--- config.mk ---
export PLATFORM = sky130hd
export DESIGN_NAME = fhn_spike_monitor_flat
export DESIGN_NICKNAME = d
export VERILOG_FILES = /design/src/rtl/fhn_pkg.sv /design/src/rtl/fhn_spike_monitor_if.sv /design/src/rtl/fhn_event_fifo.sv /design/src/rtl/fhn_spike_monitor.sv /design/src/flat_wrapper.sv
export SDC_FILE = /design/constraint.sdc
export NUM_CORES = 1
export LEC_CHECK = 0
export BUFFER_PORTS_ARGS = -buffer_cell sky130_fd_sc_hd__buf_4
export CAP_MARGIN = 20
export CORE_MARGIN = 4
export CORE_UTILIZATION = 55
export CTS_CLUSTER_DIAMETER = 50
export DETAILED_ROUTE_END_ITERATION = 12
export MAX_ROUTING_LAYER = met4
export PLACE_DENSITY = 0.75
export SETUP_SLACK_MARGIN = 0.4
export SLEW_MARGIN = 20
export SYNTH_ARGS = -nofsm -noshare
export SYNTH_HDL_FRONTEND = slang
export SYNTH_SLANG_ARGS = --single-unit
--- constraint.sdc ---
create_clock -name clk -period 23.8 [get_ports clk]
set_clock_uncertainty 0.15 [all_clocks]
set_input_delay 4.76 -clock clk [delete_from_list [all_inputs] [get_ports clk]]
set_output_delay 4.76 -clock clk [all_outputs]
set_load 0.02 [all_outputs]
--- src/rtl/fhn_pkg.sv ---
// Shared definitions for the FHN neuron core output-side blocks.
package fhn_pkg;

  localparam int unsigned DATA_W   = 16;
  localparam int unsigned FRC_BITS = 12;
  localparam int unsigned TS_W     = 32;

  // Q4.12 constants
  localparam logic signed [DATA_W-1:0] ONE  = 16'sd4096;
  localparam logic signed [DATA_W-1:0] HALF = 16'sd2048;

  // Event record as it appears on the event bus, MSB first: {ts, peak, width}
  typedef struct packed {
    logic [TS_W-1:0]          ts;
    logic signed [DATA_W-1:0] peak;
    logic [DATA_W-1:0]        width;
  } event_t;

  typedef enum logic [0:0] {
    StBelow,
    StAbove
  } state_e;

endpackage

--- src/rtl/fhn_spike_monitor_if.sv ---
// Valid/ready event stream carrying one spike record per transfer.
interface fhn_spike_monitor_if #(
  parameter int unsigned DATA_W = 16,
  parameter int unsigned TS_W   = 32
);

  logic                     ev_valid;
  logic                     ev_ready;
  logic [TS_W-1:0]          ev_ts;
  logic signed [DATA_W-1:0] ev_peak;
  logic [DATA_W-1:0]        ev_width;

  modport master (
    output ev_valid,
    output ev_ts,
    output ev_peak,
    output ev_width,
    input  ev_ready
  );

  modport slave (
    input  ev_valid,
    input  ev_ts,
    input  ev_peak,
    input  ev_width,
    output ev_ready
  );

endinterface

--- src/rtl/fhn_event_fifo.sv ---
// First-word-fall-through synchronous FIFO. A push on a full FIFO is accepted
// only when a pop happens in the same cycle (the head slot is reused).
// DEPTH must be a power of two, at least 2.
module fhn_event_fifo #(
  parameter int unsigned WIDTH = 64,
  parameter int unsigned DEPTH = 8
) (
  input  logic             clk,
  input  logic             rst,
  input  logic             flush,
  input  logic             push,
  input  logic [WIDTH-1:0] wdata,
  input  logic             pop,
  output logic [WIDTH-1:0] rdata,
  output logic             full,
  output logic             empty
);

  localparam int unsigned AW = $clog2(DEPTH);

  logic [WIDTH-1:0] mem_q [DEPTH];
  logic [AW:0]      wr_ptr_q;
  logic [AW:0]      rd_ptr_q;
  logic             do_push;
  logic             do_pop;

  // Extra pointer bit distinguishes full from empty
  assign empty   = (wr_ptr_q == rd_ptr_q);
  assign full    = (wr_ptr_q[AW] != rd_ptr_q[AW]) && (wr_ptr_q[AW-1:0] == rd_ptr_q[AW-1:0]);
  assign do_pop  = pop && !empty;
  assign do_push = push && (!full || do_pop);
  assign rdata   = mem_q[rd_ptr_q[AW-1:0]];

  // Storage and pointers; flush empties without clearing storage
  always_ff @(posedge clk or posedge rst) begin
    if (rst) begin
      wr_ptr_q <= '0;
      rd_ptr_q <= '0;
      for (int unsigned i = 0; i < DEPTH; i++) begin
        mem_q[i] <= '0;
      end
    end else if (flush) begin
      wr_ptr_q <= '0;
      rd_ptr_q <= '0;
    end else begin
      if (do_push) begin
        mem_q[wr_ptr_q[AW-1:0]] <= wdata;
        wr_ptr_q                <= wr_ptr_q + 1'b1;
      end
      if (do_pop) begin
        rd_ptr_q <= rd_ptr_q + 1'b1;
      end
    end
  end

endmodule

--- src/rtl/fhn_spike_monitor.sv ---
// Spike extractor for the FHN core membrane voltage: hysteresis detection on
// the registered sample, minimum-width qualification, and buffered events.
module fhn_spike_monitor #(
  parameter int unsigned DATA_W     = 16,
  parameter int unsigned TS_W       = 32,
  parameter int unsigned MIN_W      = 4,
  parameter int unsigned FIFO_DEPTH = 8
) (
  input  logic                     clk,
  input  logic                     rst,
  input  logic                     en,
  input  logic                     clr,
  input  logic signed [DATA_W-1:0] v,
  input  logic signed [DATA_W-1:0] th_hi,
  input  logic signed [DATA_W-1:0] th_lo,
  fhn_spike_monitor_if.master      ev,
  output logic [15:0]              spike_count,
  output logic                     overflow
);

  import fhn_pkg::*;

  localparam int unsigned      EV_W      = TS_W + 2 * DATA_W;
  localparam logic [DATA_W-1:0] WIDTH_MAX = '1;
  localparam logic [DATA_W-1:0] MIN_W_L   = DATA_W'(MIN_W);

  logic signed [DATA_W-1:0] v_q;
  logic signed [DATA_W-1:0] lo_eff;
  logic signed [DATA_W-1:0] peak_q, peak_d;
  logic [DATA_W-1:0]        width_q, width_d;
  logic [TS_W-1:0]          ts_cnt_q;
  logic [TS_W-1:0]          cap_ts_q, cap_ts_d;
  state_e                   state_q, state_d;
  logic                     qualify;
  logic                     push;
  logic                     pop;
  logic                     fifo_full;
  logic                     fifo_empty;
  logic [EV_W-1:0]          ev_wdata;
  logic [EV_W-1:0]          ev_rdata;

  // A th_lo above th_hi collapses to no hysteresis rather than a stuck FSM
  assign lo_eff = (th_lo < th_hi) ? th_lo : th_hi;

  // Sample register; clr does not touch it so detection restarts on live data
  always_ff @(posedge clk or posedge rst) begin
    if (rst) begin
      v_q <= '0;
    end else if (en) begin
      v_q <= v;
    end
  end

  // Time base: counts enabled cycles since reset or clr, wraps silently
  always_ff @(posedge clk or posedge rst) begin
    if (rst) begin
      ts_cnt_q <= '0;
    end else if (clr) begin
      ts_cnt_q <= '0;
    end else if (en) begin
      ts_cnt_q <= ts_cnt_q + TS_W'(1);
    end
  end

  // Detection FSM next-state, capture and qualification
  always_comb begin
    state_d  = state_q;
    cap_ts_d = cap_ts_q;
    peak_d   = peak_q;
    width_d  = width_q;
    qualify  = 1'b0;
    unique case (state_q)
      StBelow: begin
        if (v_q >= th_hi) begin
          state_d  = StAbove;
          cap_ts_d = ts_cnt_q;
          peak_d   = v_q;
          width_d  = DATA_W'(1);
        end
      end
      StAbove: begin
        if (v_q < lo_eff) begin
          state_d = StBelow;
          qualify = (width_q >= MIN_W_L);
        end else begin
          if (v_q > peak_q) begin
            peak_d = v_q;
          end
          if (width_q != WIDTH_MAX) begin
            width_d = width_q + DATA_W'(1);
          end
        end
      end
      default: state_d = StBelow;
    endcase
  end

  // Detection FSM state; frozen while en is low, abandoned on clr
  always_ff @(posedge clk or posedge rst) begin
    if (rst) begin
      state_q  <= StBelow;
      cap_ts_q <= '0;
      peak_q   <= '0;
      width_q  <= '0;
    end else if (clr) begin
      state_q <= StBelow;
    end else if (en) begin
      state_q  <= state_d;
      cap_ts_q <= cap_ts_d;
      peak_q   <= peak_d;
      width_q  <= width_d;
    end
  end

  assign push     = en && !clr && qualify;
  assign pop      = ev.ev_ready && !fifo_empty;
  assign ev_wdata = {cap_ts_q, peak_q, width_q};

  // Statistics; a drop happens only when full and nothing leaves this cycle
  always_ff @(posedge clk or posedge rst) begin
    if (rst) begin
      spike_count <= '0;
      overflow    <= 1'b0;
    end else if (clr) begin
      spike_count <= '0;
      overflow    <= 1'b0;
    end else if (push) begin
      if (spike_count != 16'hffff) begin
        spike_count <= spike_count + 16'd1;
      end
      if (fifo_full && !pop) begin
        overflow <= 1'b1;
      end
    end
  end

  fhn_event_fifo #(
    .WIDTH (EV_W),
    .DEPTH (FIFO_DEPTH)
  ) u_fifo (
    .clk   (clk),
    .rst   (rst),
    .flush (clr),
    .push  (push),
    .wdata (ev_wdata),
    .pop   (pop),
    .rdata (ev_rdata),
    .full  (fifo_full),
    .empty (fifo_empty)
  );

  assign ev.ev_valid = !fifo_empty;
  assign {ev.ev_ts, ev.ev_peak, ev.ev_width} = ev_rdata;

endmodule

--- src/flat_wrapper.sv ---
// flat-port wrapper written by rule: the top's interface ports become plain ports
module fhn_spike_monitor_flat import fhn_pkg::*;
#(
  parameter int unsigned DATA_W     = 16,
  parameter int unsigned TS_W       = 32,
  parameter int unsigned MIN_W      = 4,
  parameter int unsigned FIFO_DEPTH = 8
)
  (clk, rst, en, clr, v, th_hi, th_lo, spike_count, overflow, ev_ev_valid, ev_ev_ts, ev_ev_peak, ev_ev_width, ev_ev_ready);
  fhn_spike_monitor_if #(.DATA_W(DATA_W), .TS_W(TS_W)) ev_i ();
  input  logic clk;
  input  logic rst;
  input  logic en;
  input  logic clr;
  input  logic signed [DATA_W-1:0] v;
  input  logic signed [DATA_W-1:0] th_hi;
  input  logic signed [DATA_W-1:0] th_lo;
  output logic [15:0] spike_count;
  output logic overflow;
  output wire logic [$bits(ev_i.ev_valid)-1:0] ev_ev_valid;
  output wire logic [$bits(ev_i.ev_ts)-1:0] ev_ev_ts;
  output wire logic [$bits(ev_i.ev_peak)-1:0] ev_ev_peak;
  output wire logic [$bits(ev_i.ev_width)-1:0] ev_ev_width;
  input wire logic [$bits(ev_i.ev_ready)-1:0] ev_ev_ready;
  assign ev_ev_valid = ev_i.ev_valid;
  assign ev_ev_ts = ev_i.ev_ts;
  assign ev_ev_peak = ev_i.ev_peak;
  assign ev_ev_width = ev_i.ev_width;
  assign ev_i.ev_ready = ev_ev_ready;
  fhn_spike_monitor #(.DATA_W(DATA_W), .TS_W(TS_W), .MIN_W(MIN_W), .FIFO_DEPTH(FIFO_DEPTH)) u_core (.clk(clk), .rst(rst), .en(en), .clr(clr), .v(v), .th_hi(th_hi), .th_lo(th_lo), .ev(ev_i), .spike_count(spike_count), .overflow(overflow));
endmodule
==> results of run 1 <==
## metal layers
| metal | vias up | global-route usage | wire [um] |
|---|---|---|---|
| li1 | 8159 | - | - |
| met1 | 9820 | 0.324 | 32200 |
| met2 | 403 | 0.377 | 34900 |
| met3 | 113 | 0.0468 | 3570 |
| met4 | 0 | 0.0653 | 1730 |
| met5 | - | - | 0 |
## worst reg2reg max path: cells and delay by family, from the launching register on
kind / cells / cell delay [ps]
xor+xnor: 1 / 250
buf+inv: 2 / 1460
flops: 1 / 790
simple gates: 4 / 1720
mux: 1 / 460
## cells in the mapped netlist, drive strengths merged (4+ instances only)
master,n
or3,14
nor2,77
xor2,18
or2,4
a21o,10
nand2b,7
nor4,6
inv,49
nand4,22
mux2i,9
nor3,18
a21oi,42
o41ai,4
o211ai,7
mux2,607
a211oi,4
dfrtp,650
or4,6
buf,72
and3,13
o21ai,34
clkbuf,84
xnor2,17
nand2,145
mux4,128
o21a,5
o31ai,8
nand3,27
o311ai,4
ha,68
## cells by family (layout without fill, tap and decap cells)
logic type      count (synthesis)  in the layout  synth area share
compound gates                143            143            0.0288
xor+xnor                       35             35           0.00943
fa+ha+maj                      68             68            0.0262
buf+inv                       206            342            0.0404
flops                         650            650             0.500
mux                           744            744             0.343
other cells                     0              2                 0
simple gates                  355            355            0.0515
## sequential cells by signal, summed over array words and instances (netlist names)
register	count
u_core.u_fifo.rd_ptr_q	4
u_core.u_fifo.mem_q	512
u_core.spike_count	16
u_core.cap_ts_q	32
u_core.width_q	16
u_core.peak_q	16
u_core.ts_cnt_q	32
u_core.overflow	1
u_core.v_q	16
u_core.state_q	1
u_core.u_fifo.wr_ptr_q	4
## worst paths after layout
check | cells past startpoint | slack [ps] | to
hold / removal | 1 | 350 | u_core.u_fifo.mem_q[74]
hold reg to reg | 1 | 350 | u_core.u_fifo.mem_q[74]
setup / recovery | 19 | 13060 | u_core.u_fifo.mem_q[188]
max in group asynchronous | 5 | 17150 | u_core.u_fifo.mem_q[126]
min in group asynchronous | 2 | 3970 | u_core.u_fifo.mem_q[154]
setup reg to reg | 8 | 18830 | u_core.u_fifo.mem_q[188]
## report_power, final
group	leakage [uW]	internal, uW	switching, uW
clock network	0.00126	709	465
registers	0.00900	1130	62.3
logic	0.00682	95.5	116
## through the flow
step	total power, uW	worst slack, ps	instance area, um2	util
2_1_floorplan	1350	677	32500	-
3_3_place_gp	1410	12590	33600	0.578
3_5_place_dp	1420	12500	33600	0.578
4_1_cts	2600	13110	36100	0.621
5_1_grt	2680	12610	36200	0.623
6_report	2580	13060	36200	0.623
## cell type report
cell class / instances / area, um2 / area share
Sequential cell: 650 / 16300 / 0.449
Multi-Input combinational cell: 1345 / 15000 / 0.413
Clock buffer: 97 / 2160 / 0.0597
Timing Repair Buffer: 161 / 1310 / 0.0361
Tap cell: 765 / 957 / 0.0264
Clock inverter: 34 / 369 / 0.0102
Inverter: 50 / 195 / 0.00539
Antenna cell: 2 / 5.00 / 0.000138
==> summary.md, run 1 <==
| Metric | Value |
|---|---|
| Antenna-violating nets left | 0 |
| Clock buffer depth | 3 |
| Largest net degree at the start of global routing | 197 |
| Status | complete, no violations |
| Synth Warn # | 0 |
| Core area | 58100 um2 |
| Max_slew headroom | 0.322 |
| Netlist cell types | 66 |
| Area growth syn-to-layout | 11.5% |
| Crit path launch | th_hi[6] |
| Final Hold Fails | 0 |
| Total grt overflow | 0 |
| Mapped Area | 32500 um2 |
| Worst Path Buf+Inv | 3 |
| Cell Chain, Critical Path | buf_4, inv_1, ha_1, a21o_1, a221oi_1, o21a_1, o21ai_0, nand2b_1, nor2_1, a21oi_1, ha_1, a21o_1, a221o_1, nor3_1, a21oi_1, nor3_2, and4b_4, buf_4, mux2_2 |
| IO Port Bufs | 134 |
| Synth top area cells | dfrtp_1 50%, mux2_4 17%, mux4_2 8.9% |
| Total wire length | 72400 um |
| Maximum clock rate | 0.0931 GHz |
| Most common cell after layout, fill and taps aside | dfrtp_1 |
| Drt via density | 5.96 |
| Synth Instances | 2201 |
| Synth Flop Type | dfrtp_1 |
| Final-layout fill cell count | 4227 |
| Initial core utilization | 0.559 |
| Clock sinks | 650 |
| H-Tree Depth | 3 |
| Drt pass-1 iters | 7 |
| DRT iter0 DRCs | 1245 |
| Cell Rows | 88 |
| Max_cap viols | 0 |
| Hold slack | 350 ps |
| Kind of critical path | input port to flip-flop |
| Ys async rst share | 1.00 |
| Commonest non-fill, non-tap cells in the layout | 647 x dfrtp_1, 360 x mux2_4, 247 x mux2_2, 154 x buf_4, 145 x nand2_1 |
| Post-Place Cells | 2967 |
| Wire length per cell | 23.3 um |
| RSZ-0062 raised after global routing | no |
| Chip height | 251 um |
| Period minus WS final | 10740 ps |
| DR vias | 18500 |
| First-pass GRT wire length | 118000 um |
| Clk slew on worst S/H paths | 60 ps |
| TritonCTS Buffers | 73 |
| #FFs+latches synth | 650 |
| Top cell type's share of synthesized area | 0.500 |
| Worst slew pin tran | 1020 ps |
| IO Pins | 135 |
| Slew Limit Fails | 0 |
| CP required | 24130 ps |
| Worst r2r src | u_core.u_fifo.rd_ptr_q[2] |
| Total GRT Usage | 0.240 |
| Hold bufs inserted after CTS | 0 |
| Final net count | 2402 |
| Post-cts resize count | 0 |
| CTS root buf | clkbuf_16 |
| CP max-delay cell | and4b_4 |
| Setup repair bufs after CTS | 0 |
| Final Wtd Congestion | 0.893 |
| Worst min-delay path class | flip-flop to flip-flop |
| Number of global-route vias before repair | 20300 |
| Final setup vio count | 0 |
| Crit-path max cell delay | 940 ps |
| Cell area power density | 71.2 nW/um2 |
| Drc violations | 0 |
| Syn_nets | 2322 |
| Setup crit end kind | flip-flop |
| Final TNS setup | 0 ps |
| Max VDD drop | 0.0675 mV |
| Critical Path AT | 11070 ps |
| CP delay by family, top | simple AND/OR/NAND/NOR gates |
| Fin crit share | 0.451 |
| Worst setup SP type | input port |
| Static leakage | 0.0171 uW |
| Worst Min Path Start | u_core.u_fifo.mem_q[74] |
| Critical path fanouts, max | 33 |
| Post-synth EDFFs | 0 |
| Post-synthesis area per instance | 14.8 um2 |
| Die area | 63100 um2 |
| Seq/Total Area, Yosys | 0.500 |
| Initial antenna violation count | 1 |
| Clk_lat worst skew | 600 ps |
| Non-Filler Instances | 3104 |
| Post-detail-place hpwl | 44100 um |
| CTS tree | built |
| Die width | 251 um |
| Dominant cell type by area after synthesis | dfrtp_1 |
| Share of cells above drive strength 1 | 0.448 |
(Power assumes the default switching activity.)
==> inputs of run 2 (changes only) <==
==> constraint.sdc (replaced) <==
create_clock -name clk -period 9.7 [get_ports clk]
set_clock_uncertainty 0.15 [all_clocks]
set_input_delay 1.94 -clock clk [delete_from_list [all_inputs] [get_ports clk]]
set_output_delay 1.94 -clock clk [all_outputs]
set_load 0.02 [all_outputs]
==> summary.md, run 2 (synthesized netlist as in run 1, its figures left out) <==
| Metric | Value |
|---|---|
| Wire length per cell | 23.6 um |
| Clk_lat worst skew | 600 ps |
| Max_cap viols | 0 |
| Static leakage | 0.0170 uW |
| Final Wtd Congestion | 0.892 |
| Largest net degree at the start of global routing | 196 |
| Total grt overflow | 0 |
| Worst Min Path Start | u_core.u_fifo.mem_q[25] |
| Die area | 63100 um2 |
| CTS tree | built |
| Worst r2r src | u_core.u_fifo.rd_ptr_q[0] |
| Initial antenna violation count | 0 |
| Antenna-violating nets left | 0 |
| Top reg by flops | u_core.u_fifo.mem_q |
| IO Port Bufs | 134 |
| Hold bufs inserted after CTS | 0 |
| Cell Rows | 88 |
| Total wire length | 73300 um |
| Maximum clock rate | 0.139 GHz |
| Critical path fanouts, max | 38 |
| Share of cells above drive strength 1 | 0.445 |
| Kind of critical path | input port to flip-flop |
| Critical Path AT | 7530 ps |
| H-Tree Depth | 3 |
| Total GRT Usage | 0.240 |
| Chip height | 251 um |
| Fin crit share | 0.743 |
| DR vias | 18700 |
| Finished Core Util | 0.623 |
| Max_slew headroom | 0.257 |
| Worst min-delay path class | flip-flop to flip-flop |
| Clock sinks | 650 |
| Final net count | 2403 |
| Most common cell after layout, fill and taps aside | dfrtp_1 |
| TritonCTS Buffers | 74 |
| Die width | 251 um |
| CTS root buf | clkbuf_16 |
| Drt via density | 6.02 |
| Crit path launch | th_hi[6] |
| Clk slew on worst S/H paths | 60 ps |
| Drt pass-1 iters | 5 |
| Core area | 58100 um2 |
| Post-detail-place hpwl | 44100 um |
| Period minus WS final | 7210 ps |
| IO Pins | 135 |
| Max reg flops | 512 |
| Setup repair bufs after CTS | 0 |
| Setup crit end kind | flip-flop |
| Initial core utilization | 0.559 |
| CP required | 10020 ps |
| Post-cts resize count | 0 |
| Biggest regs | u_core.u_fifo.mem_q: 512 flops, u_core.cap_ts_q: 32 flops, u_core.ts_cnt_q: 32 flops |
| # diodes | 0 |
| Drc violations | 0 |
| Clock buffer depth | 3 |
| Setup slack, reg-to-reg | 4690 ps |
| First-pass GRT wire length | 117000 um |
| Hold slack | 351 ps |
| Number of global-route vias before repair | 20300 |
| Final Hold Fails | 0 |
| Commonest non-fill, non-tap cells in the layout | 647 x dfrtp_1, 360 x mux2_4, 247 x mux2_2, 153 x buf_4, 145 x nand2_1 |
| Area growth syn-to-layout | 11.3% |
| Slew Limit Fails | 0 |
| DRT iter0 DRCs | 1353 |
| Worst setup SP type | input port |
| Post-Place Cells | 2970 |
| Max VDD drop | 0.162 mV |
| Non-Filler Instances | 3104 |
| Final setup vio count | 0 |
| Cell area power density | 174 nW/um2 |
| Worst slew pin tran | 1110 ps |
| RSZ-0062 raised after global routing | no |
| Status | complete, no violations |
run 2: routing by layer:
layer	global-route usage	up-vias	wire, um
li1	-	8152	-
met1	0.324	9963	32600
met2	0.381	429	35200
met3	0.0405	156	3400
met4	0.0683	0	2010
met5	-	-	0
run 2: layout make-up:
cell class | count | area (um2)
Tap cell | 765 | 957
Multi-Input combinational cell | 1345 | 15000
Timing Repair Buffer | 161 | 1320
Sequential cell | 650 | 16300
Clock inverter | 25 | 309
Inverter | 50 | 191
Clock buffer | 108 | 2170
Fill cell | 4188 | 21900
run 2: stage by stage:
| stage | setup TNS [ps] | cell area, um2 | worst slack [ps] | power, uW |
|---|---|---|---|---|
| floorplan | -827190 | 32500 | -1270 | 3300 |
| global placement | 0 | 33700 | 1740 | 3470 |
| detailed placement | 0 | 33700 | 1620 | 3490 |
| CTS | 0 | 36200 | 2230 | 6330 |
| global route | 0 | 36200 | 2100 | 6510 |
| finish | 0 | 36200 | 2490 | 6280 |
run 2: worst max-delay path: stages:
cell	delay, ps
buf_4	110
inv_1	90
ha_1	250
a21o_1	180
a221oi_1	290
o21a_1	200
o21ai_0	110
nand2b_2	450
nor2_1	100
a21oi_1	150
ha_1	270
a21o_1	170
a221o_1	340
nor3_1	340
a21oi_1	220
nor3_2	610
and4b_4	850
buf_12	400
mux2_2	390
run 2: final timing paths:
path | cells after the start | to
max | 19 | u_core.u_fifo.mem_q[191]
max in group asynchronous | 5 | u_core.u_fifo.mem_q[59]
max reg2reg | 8 | u_core.u_fifo.mem_q[191]
min in group asynchronous | 2 | u_core.u_fifo.mem_q[285]
min reg2reg | 1 | u_core.u_fifo.mem_q[25]
min | 1 | u_core.u_fifo.mem_q[25]
run 2: power by group:
group | total, uW | internal, uW | switching [uW]
combinational | 519 | 233 | 286
sequential | 2930 | 2780 | 155
clock | 2830 | 1700 | 1130
total | 6280 | 4710 | 1570
==> inputs of run 3 (changes only) <==
--- a/config.mk
+++ b/config.mk
@@ -12,7 +12,7 @@
 export CTS_CLUSTER_DIAMETER = 50
 export DETAILED_ROUTE_END_ITERATION = 12
 export MAX_ROUTING_LAYER = met4
-export PLACE_DENSITY = 0.75
+export PLACE_DENSITY = 0.72
 export SETUP_SLACK_MARGIN = 0.4
 export SLEW_MARGIN = 20
 export SYNTH_ARGS = -nofsm -noshare
==> constraint.sdc (replaced) <==
create_clock -name clk -period 7.1 [get_ports clk]
set_clock_uncertainty 0.15 [all_clocks]
set_input_delay 1.42 -clock clk [delete_from_list [all_inputs] [get_ports clk]]
set_output_delay 1.42 -clock clk [all_outputs]
set_load 0.02 [all_outputs]
==> summary.md, run 3 (synthesized netlist as in run 1, its figures left out) <==
| Metric | Value |
|---|---|
| Setup repair bufs after CTS | 0 |
| Final TNS setup | 0 ps |
| Post-detail-place hpwl | 45300 um |
| Cell Chain, Critical Path | buf_4, inv_1, ha_1, a211o_1, a31oi_1, o21a_1, o21ai_0, nand2b_1, buf_4, nor2_1, a21oi_1, ha_1, a211o_1, o211ai_1, a21oi_1, o31ai_2, o31ai_2, nor3_2, buf_4, and4b_4, buf_12, mux2_4 |
| Top reg by flops | u_core.u_fifo.mem_q |
| Die area | 63100 um2 |
| Clk_lat worst skew | 610 ps |
| Most common cell after layout, fill and taps aside | dfrtp_1 |
| Total grt overflow | 0 |
| Share of cells above drive strength 1 | 0.449 |
| DR vias | 18600 |
| CP max-delay cell | and4b_4 |
| First-pass GRT wire length | 119000 um |
| Period minus WS final | 5600 ps |
| Worst setup SP type | input port |
| Setup crit end kind | flip-flop |
| Final Wtd Congestion | 0.858 |
| Initial antenna violation count | 1 |
| Static leakage | 0.0172 uW |
| Max reg flops | 512 |
| Max VDD drop | 0.191 mV |
| Crit-path max cell delay | 450 ps |
| Biggest regs | u_core.u_fifo.mem_q: 512 flops, u_core.cap_ts_q: 32 flops, u_core.ts_cnt_q: 32 flops |
| Commonest non-fill, non-tap cells in the layout | 647 x dfrtp_1, 360 x mux2_4, 247 x mux2_2, 145 x nand2_1, 145 x buf_4 |
| CTS root buf | clkbuf_16 |
| Core area | 58100 um2 |
| Hold bufs inserted after CTS | 0 |
| Final Power | 8730 uW |
| Worst slew pin tran | 1060 ps |
| Area growth syn-to-layout | 12.6% |
| Cell area power density | 239 nW/um2 |
| Drt via density | 5.97 |
| Clock buffer depth | 3 |
| Clk slew on worst S/H paths | 60 ps |
| Final setup vio count | 0 |
| Wire length per cell | 23.8 um |
| Largest net degree at the start of global routing | 181 |
| Final-layout fill cell count | 4262 |
| Max_cap viols | 0 |
| Worst min-delay path class | flip-flop to flip-flop |
| Initial core utilization | 0.559 |
| Status | complete, no violations |
| Final Hold Fails | 0 |
| Post-cts resize count | 0 |
| TritonCTS Buffers | 77 |
| Maximum clock rate | 0.178 GHz |
| Post-Place Cells | 2979 |
| Final WS setup | 1500 ps |
| Max_slew headroom | 0.292 |
| Chip height | 251 um |
| Die width | 251 um |
| Clock sinks | 650 |
| Drt pass-1 iters | 5 |
| CP required | 7440 ps |
| Pre-CTS WS | 919 ps |
| Total wire length | 74100 um |
| Fin crit share | 0.789 |
| Non-Filler Instances | 3117 |
| Critical path fanouts, max | 27 |
| Final net count | 2415 |
| Antenna-violating nets left | 0 |
| Drc violations | 0 |
| Most frequent CP cell | buf_4 |
| Kind of critical path | input port to flip-flop |
| DRT iter0 DRCs | 1183 |
| RSZ-0062 raised after global routing | no |
| IO Pins | 135 |
| Total GRT Usage | 0.245 |
| Hold slack | 344 ps |
| Slew Limit Fails | 0 |
| H-Tree Depth | 3 |
| Critical Path AT | 5950 ps |
| Number of global-route vias before repair | 20200 |
| IO Port Bufs | 134 |
| Cell Rows | 88 |
| CTS tree | built |
run 3: changes by cell type in the layout (fill, tap and decap cells not counted), sizes merged:
cell      before  now
buf          161  170
bufinv         5    7
diode          0    1
clkbuf       108  102
clkinvlp       4    6
inv           59   55
clkinv         7   16
run 3: where the power goes:
part	total, uW	switching, uW	internal [uW]	leakage, uW
clock	4020	1590	2430	0.00127
combinational	709	388	321	0.00690
sequential	4000	212	3790	0.00900
total	8730	2190	6540	0.0172
run 3: routing by layer:
layer / track usage / wire (um)
met1: 0.342 / 34200
met2: 0.378 / 35200
met3: 0.0401 / 2910
met4: 0.0661 / 1770
met5: - / 0
run 3: final timing paths:
kind                                                 from                   endpoint  slack, ps  cells after the start
worst max-delay path                             th_hi[2]   u_core.u_fifo.mem_q[285]       1500                     22
worst min-delay path                  u_core.ts_cnt_q[31]        u_core.cap_ts_q[31]        340                      2
worst max register to register  u_core.u_fifo.rd_ptr_q[2]   u_core.u_fifo.mem_q[285]       3320                      9
worst min register to register        u_core.ts_cnt_q[31]        u_core.cap_ts_q[31]        340                      2
min in group asynchronous                             rst   u_core.u_fifo.mem_q[470]        810                      2
max in group asynchronous                             rst  u_core.u_fifo.rd_ptr_q[0]       4520                      3
run 3: worst max-delay path: cells and delay by family:
family | cells | cell delay, ps
compound gates | 10 | 1920
fa+ha+maj | 2 | 510
buf+inv | 5 | 930
mux | 1 | 340
simple gates | 4 | 790
run 3: layout make-up:
cell class / count / area, um2 / share of cell area
clock inverters: 34 / 438 / 0.0120
diodes: 1 / 2.50 / 0.0000684
clock buffers: 102 / 2170 / 0.0594
inverters: 50 / 191 / 0.00523
flip-flops and latches: 650 / 16300 / 0.445
well taps: 765 / 957 / 0.0262
repair buffers: 170 / 1600 / 0.0436
multi-input cells: 1345 / 15000 / 0.409
run 3: stage by stage:
| stage | area [um2] | util |
|---|---|---|
| floorplan | 32500 | - |
| global placement | 34000 | 0.584 |
| detailed placement | 34000 | 0.584 |
| CTS | 36600 | 0.629 |
| global route | 36600 | 0.630 |
| finish | 36600 | 0.630 |
